[config.mk]
export PLATFORM = sky130hd
export DESIGN_NAME = mapper_framer_flat
export DESIGN_NICKNAME = d
export VERILOG_FILES = /design/src/rtl/mapper_framer_if.sv /design/src/rtl/mapper_framer.sv /design/src/flat_wrapper.sv
export SDC_FILE = /design/constraint.sdc
export NUM_CORES = 1
export LEC_CHECK = 0
export CELL_PAD_IN_SITES_DETAIL_PLACEMENT = 0
export CELL_PAD_IN_SITES_GLOBAL_PLACEMENT = 2
export CORE_ASPECT_RATIO = 1.25
export CORE_MARGIN = 2
export CORE_UTILIZATION = 35
export CTS_CLUSTER_SIZE = 20
export DETAILED_ROUTE_END_ITERATION = 10
export MAX_ROUTING_LAYER = met4
export PLACE_DENSITY_LB_ADDON = 0.1
export SLEW_MARGIN = 20
export SYNTH_ARGS = -nofsm -noshare
export SYNTH_HDL_FRONTEND = slang
export SYNTH_SLANG_ARGS = --single-unit
[constraint.sdc]
create_clock -name i_clk -period 2.8 [get_ports i_clk]
set_input_delay 0.28 -clock i_clk [delete_from_list [all_inputs] [get_ports i_clk]]
set_output_delay 0.28 -clock i_clk [all_outputs]
set_load 0.02 [all_outputs]
[src/rtl/mapper_framer_if.sv]
// Payload-in / line-out handshake bundle for mapper_framer.
// The master modport is the framer side; the slave modport is the client and transmitter side.
interface mapper_framer_if;
  logic [7:0] i_pyld_data;
  logic       i_pyld_data_valid;
  logic       o_pyld_data_ready;
  logic [7:0] o_frame_data;
  logic       o_frame_data_valid;
  logic       o_frame_data_fas;
  logic       i_frame_data_ready;

  modport master (
    input  i_pyld_data,
    input  i_pyld_data_valid,
    input  i_frame_data_ready,
    output o_pyld_data_ready,
    output o_frame_data,
    output o_frame_data_valid,
    output o_frame_data_fas
  );

  modport slave (
    output i_pyld_data,
    output i_pyld_data_valid,
    output i_frame_data_ready,
    input  o_pyld_data_ready,
    input  o_frame_data,
    input  o_frame_data_valid,
    input  o_frame_data_fas
  );
endinterface

[src/rtl/mapper_framer.sv]
// Builds 4 x NUM_COLS byte frames: FAS0/FAS1, OH (ARQ), zero byte, client payload, trailing CRC-8.
// A single output register stage feeds the serial transmitter with valid/ready flow control.
module mapper_framer #(
  parameter int unsigned NUM_COLS = 1024,
  parameter logic [7:0]  FAS0     = 8'hF6,
  parameter logic [7:0]  FAS1     = 8'h28
) (
  input  logic            i_clk,
  input  logic            i_rst_n,
  input  logic            i_en,
  input  logic            i_arq_en,
  input  logic            i_arq_en_valid,
  output logic [7:0]      o_crc_val,
  mapper_framer_if.master bus
);

  localparam int unsigned COL_W = 11;
  localparam int unsigned ROW_W = 2;
  localparam logic [COL_W-1:0] LAST_COL      = COL_W'(NUM_COLS - 1);
  localparam logic [COL_W-1:0] LAST_PYLD_COL = COL_W'(NUM_COLS - 2);

  typedef enum logic [2:0] {
    ST_IDLE = 3'd0,
    ST_FAS  = 3'd1,
    ST_OH   = 3'd2,
    ST_PYLD = 3'd3,
    ST_CRC  = 3'd4
  } state_t;

  state_t           r_state, w_state;
  logic [ROW_W-1:0] r_row, w_row, w_row_step;
  logic [COL_W-1:0] r_col, w_col, w_col_step;
  logic             r_arq, w_arq;
  logic [7:0]       r_crc, w_crc;
  logic [7:0]       r_data, w_data;
  logic             r_valid, w_valid;
  logic             r_fas, w_fas;
  logic [7:0]       r_crc_val, w_crc_val;
  logic             w_load;

  // CRC-8 poly 0x07, MSB first, one byte per call
  function automatic logic [7:0] f_crc8(input logic [7:0] c, input logic [7:0] d);
    logic [7:0] r;
    r = c ^ d;
    for (int i = 0; i < 8; i++) begin
      r = r[7] ? ((r << 1) ^ 8'h07) : (r << 1);
    end
    return r;
  endfunction

  assign w_load     = !r_valid || bus.i_frame_data_ready;
  assign w_col_step = (r_col == LAST_COL) ? '0 : r_col + COL_W'(1);
  assign w_row_step = (r_col == LAST_COL) ? r_row + ROW_W'(1) : r_row;

  assign bus.o_pyld_data_ready  = (r_state == ST_PYLD) && w_load;
  assign bus.o_frame_data       = r_data;
  assign bus.o_frame_data_valid = r_valid;
  assign bus.o_frame_data_fas   = r_fas;
  assign o_crc_val              = r_crc_val;

  always_ff @(posedge i_clk or negedge i_rst_n) begin
    if (!i_rst_n) begin
      r_state   <= ST_IDLE;
      r_row     <= '0;
      r_col     <= '0;
      r_arq     <= 1'b0;
      r_crc     <= '0;
      r_data    <= '0;
      r_valid   <= 1'b0;
      r_fas     <= 1'b0;
      r_crc_val <= '0;
    end else begin
      r_state   <= w_state;
      r_row     <= w_row;
      r_col     <= w_col;
      r_arq     <= w_arq;
      r_crc     <= w_crc;
      r_data    <= w_data;
      r_valid   <= w_valid;
      r_fas     <= w_fas;
      r_crc_val <= w_crc_val;
    end
  end

  always_comb begin
    w_state   = r_state;
    w_row     = r_row;
    w_col     = r_col;
    w_arq     = i_arq_en_valid ? i_arq_en : r_arq;
    w_crc     = r_crc;
    w_data    = r_data;
    w_valid   = r_valid;
    w_fas     = r_fas;
    w_crc_val = r_crc_val;

    // the output slot empties on every load unless a new byte refills it below
    if (w_load) begin
      w_valid = 1'b0;
      w_fas   = 1'b0;
    end

    case (r_state)
      ST_IDLE: begin
        if (i_en) w_state = ST_FAS;
      end
      ST_FAS: begin
        if (w_load) begin
          w_valid = 1'b1;
          w_crc   = '0;
          w_row   = w_row_step;
          w_col   = w_col_step;
          if (r_col == '0) begin
            w_data = FAS0;
            w_fas  = 1'b1;
          end else begin
            w_data  = FAS1;
            w_state = ST_OH;
          end
        end
      end
      ST_OH: begin
        if (w_load) begin
          w_valid = 1'b1;
          w_row   = w_row_step;
          w_col   = w_col_step;
          if (r_col == COL_W'(2)) begin
            w_data = {7'b0, r_arq};
            if (!i_arq_en_valid) w_arq = 1'b0;
          end else begin
            w_data  = 8'h00;
            w_state = ST_PYLD;
          end
        end
      end
      ST_PYLD: begin
        if (w_load && bus.i_pyld_data_valid) begin
          w_valid = 1'b1;
          w_data  = bus.i_pyld_data;
          w_crc   = f_crc8(r_crc, bus.i_pyld_data);
          w_row   = w_row_step;
          w_col   = w_col_step;
          if (r_row == ROW_W'(3) && r_col == LAST_PYLD_COL) w_state = ST_CRC;
        end
      end
      ST_CRC: begin
        // row 3 means the CRC byte is still to be sent; row 0 means it is draining before IDLE
        if (w_load) begin
          if (r_row == ROW_W'(3)) begin
            w_valid   = 1'b1;
            w_data    = r_crc;
            w_crc_val = r_crc;
            w_row     = w_row_step;
            w_col     = w_col_step;
            w_state   = i_en ? ST_FAS : ST_CRC;
          end else begin
            w_state = ST_IDLE;
          end
        end
      end
      default: w_state = ST_IDLE;
    endcase
  end

endmodule

[src/flat_wrapper.sv]
// flat-port wrapper written by rule: the top's interface ports become plain ports
module mapper_framer_flat 
#(
  parameter int unsigned NUM_COLS = 1024,
  parameter logic [7:0]  FAS0     = 8'hF6,
  parameter logic [7:0]  FAS1     = 8'h28
)
  (i_clk, i_rst_n, i_en, i_arq_en, i_arq_en_valid, o_crc_val, bus_i_pyld_data, bus_i_pyld_data_valid, bus_i_frame_data_ready, bus_o_pyld_data_ready, bus_o_frame_data, bus_o_frame_data_valid, bus_o_frame_data_fas);
  mapper_framer_if bus_i ();
  input  logic i_clk;
  input  logic i_rst_n;
  input  logic i_en;
  input  logic i_arq_en;
  input  logic i_arq_en_valid;
  output logic [7:0] o_crc_val;
  input wire logic [$bits(bus_i.i_pyld_data)-1:0] bus_i_pyld_data;
  input wire logic [$bits(bus_i.i_pyld_data_valid)-1:0] bus_i_pyld_data_valid;
  input wire logic [$bits(bus_i.i_frame_data_ready)-1:0] bus_i_frame_data_ready;
  output wire logic [$bits(bus_i.o_pyld_data_ready)-1:0] bus_o_pyld_data_ready;
  output wire logic [$bits(bus_i.o_frame_data)-1:0] bus_o_frame_data;
  output wire logic [$bits(bus_i.o_frame_data_valid)-1:0] bus_o_frame_data_valid;
  output wire logic [$bits(bus_i.o_frame_data_fas)-1:0] bus_o_frame_data_fas;
  assign bus_i.i_pyld_data = bus_i_pyld_data;
  assign bus_i.i_pyld_data_valid = bus_i_pyld_data_valid;
  assign bus_i.i_frame_data_ready = bus_i_frame_data_ready;
  assign bus_o_pyld_data_ready = bus_i.o_pyld_data_ready;
  assign bus_o_frame_data = bus_i.o_frame_data;
  assign bus_o_frame_data_valid = bus_i.o_frame_data_valid;
  assign bus_o_frame_data_fas = bus_i.o_frame_data_fas;
  mapper_framer #(.NUM_COLS(NUM_COLS), .FAS0(FAS0), .FAS1(FAS1)) u_core (.i_clk(i_clk), .i_rst_n(i_rst_n), .i_en(i_en), .i_arq_en(i_arq_en), .i_arq_en_valid(i_arq_en_valid), .o_crc_val(o_crc_val), .bus(bus_i));
endmodule
# Word level (Yosys, flattened, before mapping)
# Index checks and enable logic that the tools add are counted.
[op_classes]
eq_ne = 18
bitwise_logic = 9
n_addsub = 2
reduce_logical = 16
mux = 57
[op_table]
columns = ["op", "n"]
rows = [
  ["$mux 8", 8],
  ["$mux 11", 5],
  ["$mux 3", 18],
  ["$pmux 11 s3", 1],
  ["$pmux 8 s4", 1],
  ["$not 3->3", 8],
  ["$eq 11x10->1 const B", 2],
  ["$pmux 8 s2", 1],
  ["$mux 1", 15],
  ["$pmux 3 s5", 1],
  ["$add 11x1->11 const B", 1],
  ["$eq 11x2->1 const B", 1],
  ["$logic_not 11->1", 1],
  ["$mux 2", 5],
  ["$ne 2x1->1 const B", 5],
  ["$ne 2x2->1 const B", 5],
  ["$reduce_and 8->1", 1],
  ["$xor 8x8->8", 1],
  ["$eq 3x2->1 const B", 2],
  ["$pmux 2 s3", 1],
  ["$reduce_and 3->1", 2],
  ["$reduce_and 6->1", 1],
  ["$reduce_and 5->1", 1],
  ["$reduce_bool 4->1", 1],
  ["12 further kinds", 14],
]
[word_totals]
output_inout_bits = 19
in_bits = 15
ff_bits = 43

# Depth between registers and ports, before layout
[depth]
depth_word = 19
mapped_depth = 7

# Least setup slack after synthesis
# No wires, ideal clock.
[synth_timing]
path_kind = "register to register"
startpoint = "register u_core.r_state[0]"
endpoint = "register u_core.r_crc[0]"
path_stages_with_launch = 7
path_slack_ps = 804
path_buffers = 1
required_ps = 2734
arrival_time_ps = 1929
cell_sequence = "dfrtp_1 > buf_2 > nand2_1 > nor3_1 > nand2_1 > nor3_1 > a221o_1"
[synth_via]
elab_chain_len = 3
[synth_lines]
columns = ["item", "line", "text"]
rows = [
  ["start: declaration", "mapper_framer.sv:30", "state_t r_state, w_state;"],
  ["start signal: assignment", "mapper_framer.sv:73", "r_state <= w_state;"],
  ["$eq 3x2->1 or $eq 3x1->1 (tied branches)", "mapper_framer.sv:102", "case (r_state)"],
  ["$ne 2x2->1 (no source line) (tied with other cells)", "-", ""],
  ["$reduce_and 3->1 (no source line)", "-", ""],
  ["end signal: assignment", "mapper_framer.sv:77", "r_crc <= w_crc;"],
  ["end: declaration", "mapper_framer.sv:34", "logic [7:0] r_crc, w_crc;"],
]
# Parallel ways exist; a longest one is shown, timed or not.
# A chain may end at the register's enable or synchronous reset.

# Worst setup path after layout
[layout_timing]
startpoint = "register u_core.r_state[0]"
endpoint = "output port bus_o_pyld_data_ready"
[layout_via]
elab_chain_len = 2
[layout_lines]
columns = ["item", "line", "text"]
rows = [
  ["$eq 3x2->1", "mapper_framer.sv:55", "assign bus.o_pyld_data_ready = (r_state == ST_PYLD) && w_load;"],
  ["$logic_and 1x1->1", "mapper_framer.sv:55", ""],
  ["end: declaration", "flat_wrapper.sv:19", "output wire logic [$bits(bus_i.o_pyld_data_ready)-1:0] bus_o_pyld_data_ready;"],
]
# No other way between the ends.

==> results by group <==
Run status
  • Outcome: finished, final reports clean

Setup path
  • CP Data Arrival Time: 2260 ps
  • Crit Path Class: reg -> out
  • Crit Reg-Reg Endpoint: u_core.r_state[0]$_DFFE_PN0P_
  • Worst path cell trace: nand2_1 -> nor3_1 -> clkdlybuf4s50_1
  • CP max-delay cell: clkdlybuf4s50_1
  • Critical Path RT: 2520 ps
  • Largest stage delay on the critical path: 710 ps
  • Crit Path Max Fanout: 13
  • Startpoint Class: flip-flop
  • CP endpoint kind: primary output
  • R2r startpoint: u_core.r_col[7]$_DFFE_PN0P_
  • R2r setup slk: 500 ps
  • Cells on worst reg2reg path: 5

Placement
  • Post-DP HPWL: 4470 um
  • Placed cells: 345
  • # port buffers: 33
  • Routability Congestion: 0.806
  • Post-place setup slack: 348 ps

GRT
  • Initial antenna violation count: 0
  • Vias in the first global route: 2028
  • First-pass GRT wire length: 10300 um
  • Largest net degree at the start of global routing: 44
  • Total grt overflow: 0
  • GRT Overall Usage: 18.4%

Drt
  • DRC Markers: 0
  • WL per Instance: 17.4 um
  • Routed wire length: 6150 um
  • Final ANT Viol Nets: 0
  • Drt first pass iters: 4
  • Vias per cell: 5.31
  • DRT iter0 DRCs: 59
  • Via count: 1880

Synthesis
  • Synth Instances: 222
  • Synth Flop Type: dfrtp_1
  • Synth cell count leaders: 43 x dfrtp_1, 17 x xnor2_1, 12 x nand2_1, 12 x nand3_1
  • Synth async-reset ratio: 100%
  • Syn Nets: 241
  • Register bit total from synthesis: 43
  • Count leader, synth: dfrtp_1
  • Unique masters post-synth: 52
  • Post-synthesis instance area: 2380 um^2
  • Top cell type's share of synthesized area: 45.2%
  • Ys Warns: 0
  • Register area share after synthesis: 45.2%
  • Synth area leaders: dfrtp_1 45%, xnor2_1 6.3%, mux2_2 5.2%
  • Area leader, netlist: dfrtp_1
  • EDFF count, synth: 0
  • Mean Syn Cell Area: 10.7 um^2

STA
  • Final setup violation count: 0
  • Worst Tran Pin Value: 634 ps
  • Fmax: 394 MHz
  • Setup Skew: 7.32 ps
  • Setup tns final: 0 ps
  • Fin. Hold Viols: 0
  • Max Slew Vio Count: 0
  • RSZ-0062 raised after global routing: false
  • Period utilization: 90.7%
  • Slew headroom: 57.4%
  • Minimum clock period: 2540 ps
  • Setup WS post-layout: 261 ps

Clock network
  • H-tree depth: 2
  • Post-CTS Setup Bufs: 0
  • Num CTS Buffers: 5
  • Clock transition at path regs: 90 ps
  • Hold buffer count at CTS: 0
  • CTS root buf: clkbuf_8
  • TritonCTS clock tree: yes
  • Skew-Pair Late Insertion Delay: 300 ps
  • CTS max path bufs: 2
  • Sink Count: 43
  • # resized after CTS: 0

Final layout
  • Post-Layout Cell Count: 354
  • Syn-to-layout area delta: 25.3%
  • Ant diodes: 0
  • Fraction of layout instances using a drive strength above 1: 15.4%
  • Final #Nets: 285

Pwr
  • Power density over the cells: 959 nW/um^2
  • Tot Pwr: 2.86 mW
  • Leakage: 1.28 nW
  • Peak VDD IR: 0.339 mV

Hold path
  • Worst Hold End: u_core.r_row[0]$_DFFE_PN0P_
  • Min-delay worst type: reg -> reg
  • Worst hold path depth: 1
  • Hold Startpoint: u_core.r_row[0]$_DFFE_PN0P_

Floorplan
  • Ports: 34
  • Core Box Area: 6570 um^2
  • Die Wd: 77.8 um
  • Row Count: 33
  • Die area: 7480 um^2
  • Die Span Y: 96.2 um
  • Initial Util: 36.3%

Run
  • Max Cap Viol: 0
-- per-layer routing --
| metal | track usage, % | up-vias | wire, um |
|---|---|---|---|
| li1 | - | 910 | - |
| met1 | 21.3 | 920 | 2560 |
| met2 | 32.7 | 44 | 3280 |
| met3 | 2.53 | 6 | 230 |
| met4 | 6.55 | 0 | 84 |
| met5 | - | - | 0 |
-- worst max path at each step --
stage,from,endpoint,cells past startpoint
floorplan,u_core.r_state[0]$_DFFE_PN0P_,u_core.r_crc[0]$_DFFE_PN0P_,6
global placement,bus_i_frame_data_ready,bus_o_pyld_data_ready,5
detailed placement,bus_i_frame_data_ready,bus_o_pyld_data_ready,5
CTS,u_core.r_state[0]$_DFFE_PN0P_,bus_o_pyld_data_ready,3
global route,u_core.r_state[0]$_DFFE_PN0P_,bus_o_pyld_data_ready,3
finish,u_core.r_state[0]$_DFFE_PN0P_,bus_o_pyld_data_ready,3
-- worst max-delay path, delay by kind of cell (launching register included) --
kind / cells / cell delay, ps
and+or+nand+nor: 2 / 610
buffers and inverters: 1 / 710
DFF: 1 / 640
-- final cells by class --
class,instances,area (um^2)
Tap cell,87,109
Multi-Input combinational cell,165,1240
Inverter,7,26.3
Fill cell,621,3580
Clock inverter,2,35.0
Sequential cell,43,1080
Timing Repair Buffer,44,413
Clock buffer,6,82.6
-- sequential cells by signal, summed over array words and instances (netlist names), named ones only --
register and flops:
u_core.r_arq 1, u_core.bus.o_frame_data_valid 1, u_core.r_row 2, u_core.r_crc 8
u_core.bus.o_frame_data 8, u_core.o_crc_val 8, u_core.r_state 3, u_core.r_col 11
-- layout by cell type (no fill, tap or decap), drive strengths merged, types with 2 or more instances in the layout --
master | synthesis | layout
dfrtp | 43 | 43
clkdlybuf4s50 | 0 | 32
xnor2 | 18 | 18
nand2 | 13 | 13
nand3 | 12 | 12
mux2 | 11 | 11
nor2 | 11 | 11
buf | 4 | 11
o21ai | 8 | 8
inv | 7 | 7
nor3 | 7 | 7
o31ai | 7 | 7
a21oi | 6 | 6
xor2 | 6 | 6
a22o | 6 | 6
clkbuf | 3 | 6
o22a | 5 | 5
nand2b | 4 | 4
nand3b | 4 | 4
ha | 4 | 4
or4 | 4 | 4
nor2b | 3 | 3
nand4 | 3 | 3
a31o | 3 | 3
a31oi | 3 | 3
nor4 | 3 | 3
o2bb2ai | 2 | 2
a21o | 2 | 2
o41ai | 2 | 2
a2111oi | 2 | 2
-- per-stage QoR --
step / utilization, % / area, um^2 / hold slack, ps
6_report: 45.4 / 2980 / 481
4_1_cts: 45.2 / 2970 / 183
5_1_grt: 45.4 / 2980 / 510
3_3_place_gp: 43.5 / 2850 / 466
3_5_place_dp: 43.5 / 2850 / 471
2_1_floorplan: - / 2380 / -15.6
-- cell families (layout without fill, tap and decap cells) --
logic type               after synthesis  in the layout  share of synthesized area [%]
buffers and inverters                 14             59                           2.68
adder cells (fa/ha/maj)                4              4                           2.10
flip-flops                            43             43                           45.2
AND/OR/NAND/NOR                       69             69                           16.3
multiplexers                          11             11                           5.20
XOR/XNOR                              25             25                           10.1
AO/OA/AOI/OAI                         56             56                           18.4
-- power breakdown --
part	switching (mW)	internal, mW	leakage [nW]
Combinational	0.727	0.628	0.664
Clock	0.224	0.289	0.0612
Sequential	0.209	0.783	0.551
Total	1.16	1.70	1.28
Note: power is estimated with default switching activity, not from simulation.
